==> config.mk <==
export PLATFORM = sky130hd
export DESIGN_NAME = decoder3to8_skid
export DESIGN_NICKNAME = d
export VERILOG_FILES = /design/src/rtl/decoder3to8_skid.sv
export SDC_FILE = /design/constraint.sdc
export NUM_CORES = 1
export LEC_CHECK = 0
export BUFFER_PORTS_ARGS = -buffer_cell sky130_fd_sc_hd__buf_2
export CAP_MARGIN = 20
export CORE_MARGIN = 2
export CORE_UTILIZATION = 48
export CTS_BUF_LIST = sky130_fd_sc_hd__clkbuf_2 sky130_fd_sc_hd__clkbuf_4 sky130_fd_sc_hd__clkbuf_8
export CTS_CLUSTER_DIAMETER = 50
export DETAILED_ROUTE_END_ITERATION = 16
export GPL_TIMING_DRIVEN = 0
export PLACE_DENSITY = 0.77
export SETUP_SLACK_MARGIN = 0.15
export SLEW_MARGIN = 25
export SYNTH_ARGS = -nofsm -noshare
export SYNTH_HDL_FRONTEND = slang
export SYNTH_SLANG_ARGS = --single-unit
export TNS_END_PERCENT = 20
==> constraint.sdc <==
create_clock -name clk -period 1.6 [get_ports clk]
set_input_delay 0.32 -clock clk [delete_from_list [all_inputs] [get_ports clk]]
set_output_delay 0.32 -clock clk [all_outputs]
set_load 0.01 [all_outputs]
==> src/rtl/decoder3to8_skid.sv <==
// ---------------------------------------------------------------------------
// decoder3to8_skid
//
// Registered 3-to-8 one-hot decoder with a two-entry (main + skid) buffer on
// a valid/ready stream. A code accepted on the input shows up decoded on the
// output after one clock edge when the buffer was empty. With out_ready held
// high the block streams one code per cycle. in_ready comes from the skid
// occupancy register only, so there is no combinational path from out_ready
// to in_ready.
//
// Parameters
//   ACTIVE_LOW  0: selected bit is 1 and the others are 0
//               1: selected bit is 0 and the others are 1
//
// Ports
//   clk        in   clock, rising edge
//   rst_n      in   asynchronous active-low reset
//   in_valid   in   upstream presents a code on in
//   in_ready   out  block can take a code this cycle
//   in[2:0]    in   binary code to decode
//   out_valid  out  out holds a valid decoded word
//   out_ready  in   downstream takes out this cycle
//   out[7:0]   out  decoded word; idle value is all-inactive
//   dec_cnt    out  completed output handshakes, wraps at 256
// ---------------------------------------------------------------------------
module decoder3to8_skid #(
   parameter bit ACTIVE_LOW = 1'b0
) (
   input  logic       clk,
   input  logic       rst_n,
   input  logic       in_valid,
   output logic       in_ready,
   input  logic [2:0] in,
   output logic       out_valid,
   input  logic       out_ready,
   output logic [7:0] out,
   output logic [7:0] dec_cnt
);

   // Buffer occupancy. main is valid in ONE and TWO; skid is valid in TWO only.
   typedef enum logic [1:0] {
      EMPTY = 2'd0,
      ONE   = 2'd1,
      TWO   = 2'd2
   } occ_t;

   occ_t       state_reg, state_next;
   logic [2:0] main_code_reg, main_code_next;
   logic [2:0] skid_code_reg, skid_code_next;
   logic [7:0] dec_cnt_reg, dec_cnt_next;

   logic       main_valid;
   logic       skid_valid;
   logic       accept;
   logic       consume;
   logic [7:0] onehot;

   assign main_valid = (state_reg == ONE) || (state_reg == TWO);
   assign skid_valid = (state_reg == TWO);

   assign in_ready  = ~skid_valid;
   assign out_valid = main_valid;

   assign accept  = in_valid & in_ready;
   assign consume = main_valid & out_ready;

   // -----------------------------------------------------------------------
   // State and data registers
   // -----------------------------------------------------------------------
   always_ff @(posedge clk or negedge rst_n) begin
      if (!rst_n) begin
         state_reg     <= EMPTY;
         main_code_reg <= 3'd0;
         skid_code_reg <= 3'd0;
         dec_cnt_reg   <= 8'd0;
      end else begin
         state_reg     <= state_next;
         main_code_reg <= main_code_next;
         skid_code_reg <= skid_code_next;
         dec_cnt_reg   <= dec_cnt_next;
      end
   end

   // -----------------------------------------------------------------------
   // Next-state logic
   // -----------------------------------------------------------------------
   always_comb begin
      state_next     = state_reg;
      main_code_next = main_code_reg;
      skid_code_next = skid_code_reg;
      dec_cnt_next   = consume ? (dec_cnt_reg + 8'd1) : dec_cnt_reg;

      case (state_reg)
         EMPTY: begin
            if (accept) begin
               state_next     = ONE;
               main_code_next = in;
            end
         end
         ONE: begin
            if (accept && consume) begin
               // Pass-through: the new code replaces the one leaving.
               main_code_next = in;
            end else if (accept) begin
               state_next     = TWO;
               skid_code_next = in;
            end else if (consume) begin
               state_next     = EMPTY;
            end
         end
         TWO: begin
            // in_ready is low here, so only a consume can happen.
            if (consume) begin
               state_next     = ONE;
               main_code_next = skid_code_reg;
            end
         end
         default: begin
            state_next = EMPTY;
         end
      endcase
   end

   // -----------------------------------------------------------------------
   // Output decode. Gating with main_valid makes the idle word all-inactive,
   // and because state_reg clears asynchronously the output drops at once
   // when reset asserts.
   // -----------------------------------------------------------------------
   generate
      for (genvar gi = 0; gi < 8; gi++) begin : g_dec
         assign onehot[gi] = main_valid && (main_code_reg == 3'(gi));
      end
   endgenerate

   assign out     = ACTIVE_LOW ? ~onehot : onehot;
   assign dec_cnt = dec_cnt_reg;

endmodule

==> summary.txt <==
Status
  – Status: finished, violations left
  – Failing checks: setup timing

Floorplanning
  – Starting Density: 50.1%
  – Ports: 25
  – Die area: ~0.0024 mm^2
  – Die height: around 49 um
  – Core area: roughly 0.0019 mm^2
  – Chip width: slightly below 50 um
  – # rows: 16

Global routing
  – First-pass GRT wire length: around 3300 um
  – Vias in the first global route: roughly 700
  – Gr ovfl total: 0
  – Total GRT Usage: 17.4%
  – Antenna violations before repair: 0
  – Pin count of the biggest net entering global routing: 17

Power and ir drop
  – Pleak: approximately 0.6 nW
  – VDD IR-drop max: roughly 0.0011 V
  – PD cells: 1930 mW/mm^2

Cells and area
  – Layout cells sized above 1: between 50% and 60%
  – Most common cell after layout, fill and taps aside: buf_2
  – Max reg flops: 8
  – Fin cells: 144
  – Layout area overhead: 32.5%
  – Commonest cells after routing, fill and taps aside: buf_2 (24), dfrtp_1 (15), mux2_2 (7)
  – Nets@finish: around 130
  – Final Cell Area: about 0.0013 mm^2
  – Fin util: 66.3%
  – Antenna cell count: 0

STA
  – Slew Limit Fails: 0
  – Slew margin rel.: slightly below 80%
  – Fin worst setup slack: -0.269 ns
  – Clk_skew: between 0.001 and 0.0015 ns
  – Setup Viol. Count Final: 19
  – RSZ-0062 raised after global routing: true
  – Final hold vios: 0
  – Minimum clock period: between 1.5 and 2 ns
  – Setup TNS: -2.31 ns
  – Worst Tran Pin Value: 0.347 ns
  – Post-route clock period utilization: 117%
  – Fmax: 0.535 GHz

Drt
  – WL final: just under 2000 um
  – # DRC: 0
  – Routed Antenna Nets: 0
  – Vias/cell: roughly 5
  – Wirelength per Cell: approximately 13 um
  – DR vias: roughly 700
  – 1st-iter DRT viols: 4
  – Number of iterations in the first detailed-routing pass: 4

Yosys
  – Leading area contributor after synthesis: dfrtp_1
  – Synth top area share: 41.6%
  – Yosys warning total: 0
  – #FFs+latches synth: 16
  – Average size of a mapped cell: 11.5 um^2
  – Top post-synthesis cells by area: dfrtp_1 (42%), mux2_2 (8.2%), ha_1 (7.8%)
  – Syn Inst Count: 84
  – Mapped Area: roughly 960 um^2
  – Count of cell types in the netlist: 29
  – Seq/Total Area, Yosys: around two fifths
  – Syn_nets: between 90 and 100

Placed design
  – Gpl congestion: slightly above 0.7
  – # placed instances: around 140
  – HPWL Detailed: between 1000 and 1500 um
  – Area post-placement: between 0.001 and 0.0015 mm^2
  – Input/output buffers: 24

Min path
  – Worst min path class: primary input to register

Setup path
  – WP data required: approximately 1.3 ns
  – Crit start category: register
  – Worst setup EP type: output port
  – Worst path arrival time: about 1.6 ns
  – Max Fanout on Critical Path: 4
  – Kind of critical path: register to output port

Clock network
  – # H-tree levels: 1
  – Worst-Skew Late Latency: about 0.28 ns
  – CTS sink cnt: 16
  – Clk Tree Root Cell: clkbuf_4
  – Total CTS buffers: 3
  – Clock Path Buffers: 2
  – CTS clk-pin slew, worst paths: ~0.09 ns
  – CTS tree: yes

Run
  – Max-cap violations: 0
## worst max-delay path, stage by stage (launching register included)
cell,delay (ns)
dfrtp_2,0.40
inv_2,0.06
ha_4,0.28
or2b_4,0.29
nor3_2,0.10
buf_2,0.15
## layer usage
layer  GRT usage [%]  routed length (um)
met3            3.07                  72
met1            23.5                 838
met5               0                   0
met4            2.86                   0
met2            29.7                1010
## synth_stat cells
library cell	count
a211oi_1	1
a21oi_1	1
a22o_1	1
and2_1	1
and2b_4	1
and3_1	1
and3_4	1
buf_2	1
buf_6	1
dfrtp_1	16
ha_1	6
inv_1	4
mux2_2	7
mux2_4	3
nand2_1	6
nand2b_1	2
nand2b_4	1
nand3b_4	1
nand4_1	2
nand4_2	1
nor2_1	8
nor2b_1	2
nor3_1	3
o21ai_4	2
o22ai_1	1
o2bb2ai_1	1
or2b_1	1
xnor2_1	6
xor2_1	2
## cell families after synthesis
logic type	synth area share (%)
AO/OA/AOI/OAI	7.15
XOR/XNOR	7.28
adder cells (fa/ha/maj)	7.80
buffers and inverters	3.25
flip-flops	41.6
multiplexers	12.9
AND/OR/NAND/NOR	20.0
## where the power goes
part / internal (mW) / switching [mW] / leakage [nW]
logic: 0.763 / 0.654 / 0.384
clock network: 0.138 / 0.124 / 0.0210
registers: 0.578 / 0.199 / 0.197
## worst paths after layout
path                               from               end  slack [ns]  cells past startpoint
max                        state_reg[1]            out[0]       -0.27                      5
min                               in[2]  skid_code_reg[2]        0.29                      2
max reg2reg                state_reg[1]  main_code_reg[0]       -0.14                      7
min reg2reg                  dec_cnt[7]        dec_cnt[7]        0.46                      1
max in group asynchronous         rst_n      state_reg[1]        0.85                      2
min in group asynchronous         rst_n        dec_cnt[7]        0.47                      2
## what timing repair did
action | 4_1_cts | 5_1_grt
resized for setup | 8 | 4
hold buffers | 1 | 0
endpoints found under the setup margin | 24 | 25
setup buffers | 3 | 1
pin swaps | 9 | 3
endpoints found under the hold margin | 16 | 0
## through the flow
| stage | hold slack [ns] | power (mW) | setup slack [ns] |
|---|---|---|---|
| after CTS | 0.281 | 2.41 | -0.278 |
| after global routing | 0.278 | 2.64 | -0.329 |
| after detailed placement | 0.253 | 2.02 | -0.0792 |
| after global placement | 0.250 | 1.96 | -0.0437 |
| final | 0.288 | 2.46 | -0.269 |
| after floorplan | 0.0244 | 1.69 | 0.0186 |
## area by class of cell
class,instances,area (um^2)
inverter,4,15.0
buffer,2,22.5
timing repair buffer,29,160
multi-input combinational,62,606
sequential,16,402
clock buffer,4,36.3
tap,27,33.8
fill,151,647
No activity file was read; power rests on OpenSTA's default activity.
